File: src/rtl/collective_dispatch_if.sv
// Flit streams around the collective dispatcher: injection side (in_*) and
// router side (out_*), each a valid/ready handshake.
interface collective_dispatch_if #(
  parameter int FLIT_W  = 73,
  parameter int CHILD_W = 3
);
  logic [FLIT_W-1:0]         in_flit;
  logic                      in_valid;
  logic                      in_ready;
  logic [FLIT_W+CHILD_W-1:0] out_flit;
  logic                      out_valid;
  logic                      out_ready;

  modport master (
    output in_flit, in_valid, out_ready,
    input  in_ready, out_flit, out_valid
  );

  modport slave (
    input  in_flit, in_valid, out_ready,
    output in_ready, out_flit, out_valid
  );
endinterface

File: src/rtl/collective_dispatch.sv
// Per-node collective dispatcher: takes one collective flit, looks up its
// communicator entry and emits 0..MAX_PEERS routed flits with children appended.
module collective_dispatch #(
  parameter int FLIT_W     = 73,
  parameter int CHILD_W    = 3,
  parameter int COORD_W    = 3,
  parameter int CTX_W      = 8,
  parameter int COMM_DEPTH = 4,
  parameter int MAX_PEERS  = 3,
  parameter logic [3*COORD_W-1:0] MY_ADDR = '0,
  localparam int CFG_AW = $clog2(COMM_DEPTH),
  localparam int ENT_W  = 1 + 3*COORD_W + CHILD_W + 4 + MAX_PEERS*3*COORD_W
) (
  input  logic              clk,
  input  logic              rst,
  collective_dispatch_if.slave bus,
  input  logic              cfg_we,
  input  logic [CFG_AW-1:0] cfg_addr,
  input  logic [ENT_W-1:0]  cfg_data,
  output logic              busy,
  output logic              err_ctx
);

  localparam int ADDR_W  = 3*COORD_W;
  localparam int TAG_W   = 4;
  localparam int ALG_W   = 2;
  localparam int VALID_B = FLIT_W - 1;
  localparam int DST_LSB = VALID_B - ADDR_W;
  localparam int SRC_LSB = DST_LSB - ADDR_W;
  localparam int CTX_LSB = SRC_LSB - CTX_W;
  localparam int TAG_LSB = CTX_LSB - TAG_W;
  localparam int ALG_LSB = TAG_LSB - ALG_W;
  localparam int IDX_W   = (MAX_PEERS > 1) ? $clog2(MAX_PEERS) : 1;
  localparam int CNT_W   = $clog2(MAX_PEERS + 1);

  typedef struct packed {
    logic                               en;
    logic [ADDR_W-1:0]                  local_rank;
    logic [CHILD_W-1:0]                 children;
    logic [3:0]                         lg_commsize;
    logic [MAX_PEERS-1:0][ADDR_W-1:0]   peer;
  } entry_t;

  typedef enum logic [1:0] {IDLE, LOOKUP, SEND} state_t;
  typedef enum logic [1:0] {ALG_UPTREE, ALG_BCAST, ALG_RING, ALG_DOUBLING} alg_t;

  state_t                           state_q, state_d;
  entry_t                           table_q [COMM_DEPTH];
  logic [FLIT_W-1:0]                flit_q;
  logic [CHILD_W-1:0]               children_q;
  logic [MAX_PEERS-1:0][ADDR_W-1:0] peer_q;
  logic [CNT_W-1:0]                 n_q, lk_n;
  logic [IDX_W-1:0]                 idx_q, slot;
  entry_t                           lk_entry;
  logic [CTX_W-1:0]                 ctx;
  logic                             ctx_ok, flit_live, last, in_ready, out_valid;
  alg_t                             alg;
  logic [FLIT_W-1:0]                flit_o;
  logic [CHILD_W-1:0]               children_o;
  logic                             unused_rank;

  function automatic logic [CNT_W-1:0] sat_count(input logic [3:0] v);
    if (v > 4'(MAX_PEERS)) return CNT_W'(MAX_PEERS);
    return CNT_W'(v);
  endfunction

  assign ctx         = flit_q[CTX_LSB +: CTX_W];
  assign alg         = alg_t'(flit_q[ALG_LSB +: ALG_W]);
  assign flit_live   = flit_q[VALID_B];
  assign lk_entry    = table_q[ctx[CFG_AW-1:0]];
  assign ctx_ok      = ({1'b0, ctx} < (CTX_W+1)'(COMM_DEPTH)) && lk_entry.en;
  assign last        = (CNT_W'(idx_q) == n_q - CNT_W'(1));
  assign unused_rank = ^lk_entry.local_rank;

  // NOTE: the table carries a reset because every entry must read en=0 after rst.
  always_ff @(posedge clk) begin
    if (rst) begin
      for (int i = 0; i < COMM_DEPTH; i++) table_q[i] <= '0;
    end else if (cfg_we && ({1'b0, cfg_addr} < (CFG_AW+1)'(COMM_DEPTH))) begin
      table_q[cfg_addr] <= entry_t'(cfg_data);
    end
  end

  // NOTE: <= means LOOKUP latches the pre-edge table, so a same-cycle cfg_we sees the old entry.
  always_ff @(posedge clk) begin
    if (rst) state_q <= IDLE;
    else     state_q <= state_d;
  end

  always_comb begin
    lk_n = '0;
    if (flit_live && ctx_ok) begin
      case (alg)
        ALG_UPTREE:   lk_n = CNT_W'(1);
        ALG_BCAST:    lk_n = sat_count(4'(lk_entry.children));
        ALG_RING:     lk_n = CNT_W'(1);
        ALG_DOUBLING: lk_n = sat_count(lk_entry.lg_commsize);
        default:      lk_n = '0;
      endcase
    end
  end

  // NOTE: every output is defaulted first so no branch leaves a latch behind.
  always_comb begin
    state_d   = state_q;
    in_ready  = 1'b0;
    out_valid = 1'b0;
    err_ctx   = 1'b0;
    case (state_q)
      IDLE: begin
        in_ready = !rst;
        if (bus.in_valid) state_d = LOOKUP;
      end
      LOOKUP: begin
        err_ctx = flit_live && !ctx_ok;
        state_d = (lk_n == '0) ? IDLE : SEND;
      end
      SEND: begin
        out_valid = 1'b1;
        if (bus.out_ready && last) state_d = IDLE;
      end
      default: state_d = IDLE;
    endcase
  end

  always_ff @(posedge clk) begin
    if (rst) begin
      flit_q     <= '0;
      children_q <= '0;
      peer_q     <= '0;
      n_q        <= '0;
      idx_q      <= '0;
    end else begin
      case (state_q)
        IDLE:   if (bus.in_valid) flit_q <= bus.in_flit;
        LOOKUP: begin
          children_q <= lk_entry.children;
          peer_q     <= lk_entry.peer;
          n_q        <= lk_n;
          idx_q      <= '0;
        end
        SEND: begin
          if (bus.out_ready && !last && idx_q != IDX_W'(MAX_PEERS - 1))
            idx_q <= idx_q + IDX_W'(1);
        end
        default: ;
      endcase
    end
  end

  // Peer slot for the current index; doubling walks the peer list from the far end.
  always_comb begin
    slot = '0;
    case (alg)
      ALG_UPTREE:   slot = '0;
      ALG_BCAST:    slot = idx_q;
      ALG_RING:     slot = IDX_W'((MAX_PEERS == 1) ? 0 : 1);
      ALG_DOUBLING: slot = IDX_W'(n_q - CNT_W'(1) - CNT_W'(idx_q));
      default:      slot = '0;
    endcase
  end

  always_comb begin
    flit_o                       = flit_q;
    flit_o[VALID_B]              = 1'b1;
    flit_o[DST_LSB +: ADDR_W]    = peer_q[slot];
    flit_o[SRC_LSB +: ADDR_W]    = MY_ADDR;
    if (alg == ALG_DOUBLING) flit_o[TAG_LSB +: TAG_W] = TAG_W'(idx_q);
    children_o = (alg == ALG_UPTREE) ? children_q : '0;
  end

  assign bus.in_ready  = in_ready;
  assign bus.out_valid = out_valid;
  assign bus.out_flit  = out_valid ? {children_o, flit_o} : '0;
  assign busy          = (state_q != IDLE);

endmodule

File: src/flat_wrapper.sv
// flat-port wrapper written by rule: the top's interface ports become plain ports
module collective_dispatch_flat 
#(
  parameter int FLIT_W     = 73,
  parameter int CHILD_W    = 3,
  parameter int COORD_W    = 3,
  parameter int CTX_W      = 8,
  parameter int COMM_DEPTH = 4,
  parameter int MAX_PEERS  = 3,
  parameter logic [3*COORD_W-1:0] MY_ADDR = '0,
  localparam int CFG_AW = $clog2(COMM_DEPTH),
  localparam int ENT_W  = 1 + 3*COORD_W + CHILD_W + 4 + MAX_PEERS*3*COORD_W
)
  (clk, rst, cfg_we, cfg_addr, cfg_data, busy, err_ctx, bus_in_flit, bus_in_valid, bus_out_ready, bus_in_ready, bus_out_flit, bus_out_valid);
  collective_dispatch_if #(.FLIT_W(FLIT_W), .CHILD_W(CHILD_W)) bus_i ();
  input  logic clk;
  input  logic rst;
  input  logic cfg_we;
  input  logic [CFG_AW-1:0] cfg_addr;
  input  logic [ENT_W-1:0] cfg_data;
  output logic busy;
  output logic err_ctx;
  input wire logic [$bits(bus_i.in_flit)-1:0] bus_in_flit;
  input wire logic [$bits(bus_i.in_valid)-1:0] bus_in_valid;
  input wire logic [$bits(bus_i.out_ready)-1:0] bus_out_ready;
  output wire logic [$bits(bus_i.in_ready)-1:0] bus_in_ready;
  output wire logic [$bits(bus_i.out_flit)-1:0] bus_out_flit;
  output wire logic [$bits(bus_i.out_valid)-1:0] bus_out_valid;
  assign bus_i.in_flit = bus_in_flit;
  assign bus_i.in_valid = bus_in_valid;
  assign bus_i.out_ready = bus_out_ready;
  assign bus_in_ready = bus_i.in_ready;
  assign bus_out_flit = bus_i.out_flit;
  assign bus_out_valid = bus_i.out_valid;
  collective_dispatch #(.FLIT_W(FLIT_W), .CHILD_W(CHILD_W), .COORD_W(COORD_W), .CTX_W(CTX_W), .COMM_DEPTH(COMM_DEPTH), .MAX_PEERS(MAX_PEERS), .MY_ADDR(MY_ADDR)) u_core (.clk(clk), .rst(rst), .bus(bus_i), .cfg_we(cfg_we), .cfg_addr(cfg_addr), .cfg_data(cfg_data), .busy(busy), .err_ctx(err_ctx));
endmodule
File: config.mk
export PLATFORM = sky130hd
export DESIGN_NAME = collective_dispatch_flat
export DESIGN_NICKNAME = d
export VERILOG_FILES = /design/src/rtl/collective_dispatch_if.sv /design/src/rtl/collective_dispatch.sv /design/src/flat_wrapper.sv
export SDC_FILE = /design/constraint.sdc
export NUM_CORES = 1
export LEC_CHECK = 0
export CAP_MARGIN = 10
export CORE_ASPECT_RATIO = 1.2
export CORE_MARGIN = 4
export CORE_UTILIZATION = 37
export CTS_CLUSTER_DIAMETER = 200
export DETAILED_ROUTE_END_ITERATION = 10
export PLACE_DENSITY = 0.62
export SKIP_CTS_REPAIR_TIMING = 1
export SYNTH_ARGS = -nofsm -noshare
export SYNTH_HDL_FRONTEND = slang
export SYNTH_SLANG_ARGS = --single-unit
File: constraint.sdc
create_clock -name clk -period 4.2 [get_ports clk]
set_clock_uncertainty 0.05 [all_clocks]
set_input_delay 0.63 -clock clk [delete_from_list [all_inputs] [get_ports clk]]
set_output_delay 0.63 -clock clk [all_outputs]
set_load 0.01 [all_outputs]
* Word level (Yosys, flattened, before mapping)
Memories as Yosys holds them, arrays and structs flattened. A register that Yosys moved wholly into a read port is not among the register bits.
Index checks and enable logic that the tools add are counted.
W data, S select, Z words.
** Storage, ports and cells
- Memories kept :: 1
- Register bits after elaboration :: 109
- RAM bits :: 176
- Output and inout port bits :: 80
- Bits of input ports :: 124
** Cells by class
- Mux-type cells :: 37
- Reductions and logical operators :: 19
- Eq/ne operators :: 10
- Magnitude comparators :: 4
- Add/subtract/negate cells :: 3
** Memory list
- u_core.table_q :: words 4, width 44, rd ports 1, clocked after memory_dff 1, write ports 4, line collective_dispatch.sv:48 : entry_t table_q [COMM_DEPTH];
** Operators by type and width (number)
- $mux W76 :: 1
- $mux W44 :: 1
- $reduce_or A44 Y1 :: 1
- $mux W2 :: 12
- $bmux W9 S2 :: 1
- $mux W1 :: 15
- $pmux W2 S3 :: 2
- $mux W9 :: 1
- $lt A8 B3 Y1 const B :: 1
- $pmux W2 S4 :: 1
- $eq A2 B2 Y1 const B :: 3
- $logic_and A1 B1 Y1 :: 6
- $logic_not A2 Y1 :: 3
- $reduce_and A2 Y1 :: 3
- $eq A2 B1 Y1 const B :: 2
- $gt A4 B2 Y1 const B :: 1
- $mux W4 :: 1
- $ne A2 B1 Y1 const B :: 2
- $ne A2 B2 Y1 const B :: 2
- $pmux W2 S2 :: 1
- $reduce_bool A2 Y1 :: 2
- $gt A3 B2 Y1 const B :: 1
- $logic_not A1 Y1 :: 3
- $lt A2 B3 Y1 const B :: 1
- other kinds (6) :: 6

* Longest topological paths before layout
- Word-level depth :: 10
- Depth in mapped cells :: 7
- Depth with buffers taken out :: 6

* Least setup slack after synthesis
Ideal clock, no wire load.
- Path type :: register -> output
- Start point :: register u_core.idx_q[0]
- End point :: output port bus_out_flit[63]
- Arrival :: 1.691 ns
- Cell stages (with the launch flop) :: 6
- Path buffers :: 1
- Setup slack :: 1.829 ns
- Path through :: dfxtp_1 ha_1 a31oi_1 clkbuf_1 nor3_4 a221o_1
** On the way
- Cells in the longest elaborated chain, start to end :: 5
** RTL lines
- from (decl) :: line collective_dispatch.sv:53 : logic [IDX_W-1:0] idx_q, slot;
- from (signal assigned) :: line collective_dispatch.sv:144 : idx_q <= idx_q + IDX_W'(1);
- $sub A2 B2 Y2 :: line collective_dispatch.sv:158 : ALG_DOUBLING: slot = IDX_W'(n_q - CNT_W'(1) - CNT_W'(idx_q));
- $pmux W2 S4 * :: line collective_dispatch.sv:154 : case (alg)
- $bmux W9 S2 * :: line collective_dispatch.sv:166 : flit_o[DST_LSB +: ADDR_W] = peer_q[slot];
- $mux W9 (implied by the code) * :: line collective_dispatch.sv:166
- $mux W76 * :: line collective_dispatch.sv:174 : assign bus.out_flit = out_valid ? {children_o, flit_o} : '0;
- to (decl) :: line flat_wrapper.sv:27 : output wire logic [$bits(bus_i.out_flit)-1:0] bus_out_flit;
Every way passes the cells marked *; elsewhere a longest branch is shown, timed or not. The select of a mux whose other input is x is not followed.

* Final worst setup path
- Start point :: register u_core.idx_q[0]
- End point :: output port bus_out_flit[71]
The elaborated chain is that of the path after synthesis.

==> impl_metrics.toml <==
[run_status]
outcome = "completed"

[yosys]
netlist_area_sq_um = 10200
synth-xor-area-share = 0.00245
async_flop_share = 0
synth-simple-area-share = 0.222
netlist_instances = 912
muxShareOfSynthArea = 0.0741
ys_warn_count = 0
yosys_register_bits = 233
synth_compound_area_frac = 0.0670
synth.avg_cell_area_sq_um = 11.2
synthAdderAreaFrac = 0.00245
ys_seq_area_frac = 0.595
synth-edff-count = 140
ys_types = 49
synth_top_family_by_area = "simple AND/OR/NAND/NOR gates"
synth_flop_cell = "edfxtp_1"

[die]
die-area_sq_um = 30300
core_area_sq_um = 27200
dieHeight_um = 190
rows = 66
ios = 204
start_util = 0.375
die_w_um = 160

[timing]
rsz0062_at_grt = "no"
fmax_mhz = 257
setup_slack_ns = 0.312
fin_crit_sh = 0.926
finalMaxSlewViolations = 0
setup_viol_count_final = 0
worst_pin_slew_ns = 1.05
relSlewSlack = 0.300
tns_ns = 0
finalHoldViolations = 0
period_needed_ns = 3.89

[global_routing]
antenna_found_initial = 0
grt_pass1_wl_um = 38900
grt_max_degree = 77
grt_use_total = 0.160
grt_pass1_vias = 7109
overflow = 0

[cts]
htree_levels = 1
clk_path_buf_depth = 3
cts_buffers = 25
cts_sinks = 233
cts-root-buf = "clkbuf_16"
cts_tree = "built"
clkTransAtPathRegs_ns = 0.06
clk_latency_ns = 0.51

[routing]
ant_nets = 0
firstDrtPassIters = 4
wire_per_inst_um = 17.6
num_vias = 7057
drcViolationCount = 0
viasPerCell = 4.99
initialDrtViolationCount = 431
routed_wl_um = 24900

[layout]
layout.nets = 1183
drive_gt1_frac = 0.0874
diodes = 0
area_delta_synth_final_pct = 26.3

[setup_path]
cp_cell_sequence = "ha_1, nand2b_1, mux2i_1, mux2i_1, and2_1, a221o_1, clkdlybuf4s50_1"
cp_max_fo = 9
cp.required_ns = 3.52
crit_top_cell = "mux2i_1"
crit_start = "u_core.idx_q[0]$_SDFFE_PP0P_"
cp_slowest_cell = "clkdlybuf4s50_1"
crit_arrival_ns = 3.21
endpoint_kind = "primary output"
startpoint_type = "flop"
critPathMaxStageDelay_ns = 0.56
critPathKind = "reg -> out"

[placement]
place.gp.congestion = 0.804
place_ws_ns = 0.856
io_buffers = 167
place_hpwl_um = 16000

[min_path]
hold_class = "reg -> reg"
min-delay-start = "u_core.flit_q[11]$_SDFFE_PP0P_"

[power]
pwr-share-seq = 0.511
peakVddDrop_mv = 0.237
clkPwrFrac = 0.405
p_switching_mw = 1.15
power.internal_mw = 4.02
switching_share = 0.223
combPwrFrac = 0.084
power.density_nw_per_um2 = 402
p_leak_nw = 4.55

[job]
cap_violations = 0
[state kept, by name (all words and copies together) (netlist names), named ones only]
signal and flops:
u_core.peer_q 27, u_core.flit_q 55, u_core.idx_q 2, u_core.table_q 140
u_core.n_q 2, u_core.children_q 3, u_core.state_q 2
[final timing paths]
kind | end | slack (ns) | cells past startpoint
worst max-delay path | bus_out_flit[71] | 0.31 | 7
worst max register to register | u_core.state_q[1]$_SDFFE_PP0P_ | 1.75 | 6
worst min-delay path | u_core.flit_q[11]$_SDFFE_PP0P_ | 0.40 | 2
worst min register to register | u_core.flit_q[11]$_SDFFE_PP0P_ | 0.40 | 2
[logic make-up (layout without fill, tap and decap cells)]
group | Yosys count | count (layout)
fa+ha+maj | 2 | 2
other cells | 1 | 9
simple gates | 438 | 438
mux | 37 | 37
flops | 233 | 233
xor+xnor | 2 | 2
buf+inv | 79 | 234
compound gates | 120 | 120
[critical path: cells and delay by family, from the launching register on]
family,cells,cell delay (ns)
muxes,2,0.63
and+or+nand+nor,2,0.62
buffers and inverters,1,0.56
DFF,1,0.35
AOI/OAI and AO/OA,1,0.30
adders and majority gates,1,0.22
[layout by cell type, fill, tap and decap left out, drive strengths merged, types with 5 or more instances in the layout]
master         instances
a21oi                 95
a221o                  9
and2                 194
buf                   19
clkbuf                33
clkdlybuf4s50        166
clkinv                 9
conb                   9
dfxtp                 93
edfxtp               140
mux2i                  5
mux4                  30
nand2                182
nand2b                 5
nand3                 12
nor2                  17
nor3                   6
[power groups by stage]
stage	clock [mW]	sequential, mW	combinational (mW)
after global routing	2.23	2.66	0.480
after CTS	2.15	2.64	0.442
after global placement	0	2.68	0.435
after detailed placement	0	2.69	0.440
final	2.10	2.64	0.433
after floorplan	0	2.66	0.265
[through the flow]
| stage | instance area [sq um] | power (mW) | hold WS (ns) | utilization | std cells |
|---|---|---|---|---|---|
| after floorplan | 10200 | 2.93 | 0.377 | - | 920 |
| after global routing | 12900 | 5.37 | 0.414 | 0.474 | 1415 |
| after global placement | 12100 | 3.12 | 0.387 | 0.446 | 1370 |
| after CTS | 12900 | 5.24 | 0.400 | 0.474 | 1415 |
| after detailed placement | 12100 | 3.13 | 0.392 | 0.446 | 1370 |
| final | 12900 | 5.17 | 0.396 | 0.474 | 1415 |
[routing by layer]
layer,GRT usage,vias to the layer above,wire length [um]
met1,0.201,3408,10600
met5,0,-,0
li1,-,3419,-
met2,0.287,193,12600
met4,0.0467,0,511
met3,0.0260,37,1260
[Yosys cell counts, drive strengths merged, types with 4 or more instances]
| cell | instances | area, sq um |
|---|---|---|
| dfxtp | 93 | 1860 |
| and2 | 194 | 1210 |
| nor3b | 4 | 40.0 |
| a221o | 9 | 90.1 |
| nand2b | 5 | 31.3 |
| edfxtp | 140 | 4200 |
| nor2 | 17 | 63.8 |
| buf | 31 | 190 |
| mux2i | 5 | 50.1 |
| nor3 | 6 | 41.3 |
| nand2 | 182 | 683 |
| clkbuf | 44 | 165 |
| mux4 | 30 | 683 |
| nand3 | 12 | 60.1 |
| a21oi | 95 | 475 |
| inv | 4 | 15.0 |
[layout make-up]
type | count | area (sq um)
Fill cell | 2497 | 14300
Sequential cell | 233 | 6070
Multi-Input combinational cell | 608 | 3790
Timing Repair Buffer | 185 | 1800
Clock buffer | 33 | 666
Tap cell | 340 | 425
Clock inverter | 12 | 106
Inverter | 4 | 15.0
Note: power is estimated with default switching activity, not from simulation.
==> variant (same flow settings) <==
Encoding of `state_t`: now one-hot (3 bits for 3 states).
--- a/src/rtl/collective_dispatch.sv
+++ b/src/rtl/collective_dispatch.sv
@@ -42,5 +42,5 @@
   } entry_t;
 
-  typedef enum logic [1:0] {IDLE, LOOKUP, SEND} state_t;
+  typedef enum logic [2:0] {IDLE = 3'b001, LOOKUP = 3'b010, SEND = 3'b100} state_t;
   typedef enum logic [1:0] {ALG_UPTREE, ALG_BCAST, ALG_RING, ALG_DOUBLING} alg_t;
 
Function: no difference found for any inputs over 4 cycles, from zero or initial values and one cycle with rst high; so few cycles prove little.
==> variant against the original RTL <==
Synthesized area decreased by 0.48%; final area increased by 0.43%; sequential cell count increased by 1; sequential share of layout area decreased by 0.055 points; combinational power increased by 4.6%; total power increased by 1.3%; wire length decreased by 3.5%; setup slack improved by 0.039 ns; sequential power about the same.
==> variant: results (changes against the original RTL) <==
<table>
<tr><th>Metric</th><th>Value</th></tr>
<tr><th colspan="2">Global routing</th></tr>
<tr><td>Global-route usage over all layers</td><td>15.70% (was 16.04%)</td></tr>
<tr><td>Global routing usage on met3</td><td>2.765% (was 2.600%)</td></tr>
<tr><td>Maximum number of pins on one net before global-route repair</td><td>56 (was 77)</td></tr>
<tr><td>Met1 layer usage reported by global route</td><td>20.71% (was 20.05%)</td></tr>
<tr><td>Met2 track demand over resource in global routing</td><td>27.23% (was 28.74%)</td></tr>
<tr><th colspan="2">Run status</th></tr>
<tr><td>Result of the run</td><td>completed (unchanged)</td></tr>
<tr><th colspan="2">Timing</th></tr>
<tr><td>Max-slew headroom at the worst pin</td><td>27.28% (was 30.03%)</td></tr>
<tr><th colspan="2">Power</th></tr>
<tr><td>Leak</td><td>4.570 nW (was 4.554 nW)</td></tr>
<tr><td>Int Pwr</td><td>0.004083 W (was 0.004021 W)</td></tr>
<tr><td>VDD IR max</td><td>244.4 µV (was 237.4 µV)</td></tr>
<tr><th colspan="2">Layout</th></tr>
<tr><td>Fraction of layout instances using a drive strength above 1</td><td>9.953% (was 8.744%)</td></tr>
<tr><td>Number of fillers in the final layout</td><td>2,445 (was 2,497)</td></tr>
<tr><th colspan="2">Setup path</th></tr>
<tr><td>Critical Path AT</td><td>3.17 ns (was 3.21 ns)</td></tr>
<tr><td>Reg2Reg Capture Point</td><td>u_core.idx_q[1]$_SDFFE_PP0P_ (was u_core.state_q[1]$_SDFFE_PP0P_)</td></tr>
<tr><td>Cell class contributing the biggest share of worst-path delay</td><td>buffers and inverters (was multiplexers)</td></tr>
<tr><th colspan="2">Logic synthesis</th></tr>
<tr><td>Count of cell types in the netlist</td><td>42 (was 49)</td></tr>
<tr><th colspan="2">Route</th></tr>
<tr><td>Via count of the routed design</td><td>6,799 (was 7,057)</td></tr>
<tr><td>Number of detailed-routing iterations run before antenna repair</td><td>5 (was 4)</td></tr>
<tr><td>Number of DRC markers after the initial detailed-route iteration</td><td>413 (was 431)</td></tr>
<tr><th colspan="2">Place</th></tr>
<tr><td>Placer's final routability congestion estimate</td><td>0.7671 (was 0.8040)</td></tr>
</table>
-- variant: changes by cell type after synthesis, sizes merged, moves of 3 or more --
cell / delta
buf: -11
clkbuf: +7
nor2: +6
mux2i: -4
mux4: +4
nand2b: -3
nor3: -3
-- variant: stage by stage --
step / area [µm²] / setup WS (ns) / instances / utilization [%] / hold slack, ns
2_1_floorplan: 10180 / 1.386 / 905 / - / 0.3817
3_3_place_gp: 12130 / 0.8332 / 1361 / 44.78 / 0.3871
3_5_place_dp: 12130 / 0.8238 / 1361 / 44.78 / 0.3918
4_1_cts: 12930 / 0.2833 / 1405 / 47.75 / 0.4003
5_1_grt: 12930 / 0.07837 / 1405 / 47.75 / 0.4186
6_report: 12930 / 0.3511 / 1405 / 47.75 / 0.3985
-- variant: cell families (layout without fill, tap and decap cells) --
family | after synthesis | count (layout) | share of synthesized area, %
fa+ha+maj | 2 | 2 | 0.2466
xor+xnor | 2 | 2 | 0.4562
compound gates | 112 | 112 | 6.240
simple gates | 436 | 436 | 21.90
mux | 35 | 35 | 7.757
flops | 234 | 234 | 59.98
buf+inv | 75 | 235 | 3.379
other cells | 1 | 9 | 0.03696
-- variant: layer usage --
layer  wire, µm  vias to the layer above
li1           -                     3368
met1      10570                     3230
met2      11690                      177
met3       1383                       24
met4        380                        0
met5          0                        -
-- variant: worst max path at each step --
stage	start	end	slack, ns	cells past startpoint
3_5_place_dp	u_core.state_q[0]$_SDFFE_PP1P_	bus_out_flit[22]	0.82	6
6_report	u_core.state_q[0]$_SDFFE_PP1P_	bus_out_flit[22]	0.35	6
3_3_place_gp	u_core.state_q[0]$_SDFFE_PP1P_	bus_out_flit[22]	0.83	6
2_1_floorplan	cfg_addr[1]	u_core.table_q[2][0]$_SDFFCE_PN0P_	1.39	2
4_1_cts	u_core.state_q[0]$_SDFFE_PP1P_	bus_out_flit[22]	0.28	6
5_1_grt	u_core.state_q[0]$_SDFFE_PP1P_	bus_out_flit[22]	0.08	6
-- variant: cell type report --
| class | instances | share of cell area, % |
|---|---|---|
| sequential | 234 | 47.07 |
| timing repair buffer | 187 | 14.14 |
| tap | 340 | 3.289 |
| clock inverter | 11 | 0.8320 |
| inverter | 4 | 0.1161 |
| multi-input combinational | 596 | 29.17 |
| clock buffer | 33 | 5.379 |
-- variant: power groups by stage --
stage | clock (W) | combinational [W] | sequential, W
6_report | 0.00215 | 0.000453 | 0.00264
5_1_grt | 0.00230 | 0.000503 | 0.00265
4_1_cts | 0.00221 | 0.000464 | 0.00264
3_5_place_dp | 0 | 0.000462 | 0.00269
3_3_place_gp | 0 | 0.000458 | 0.00268
2_1_floorplan | 0 | 0.000271 | 0.00267
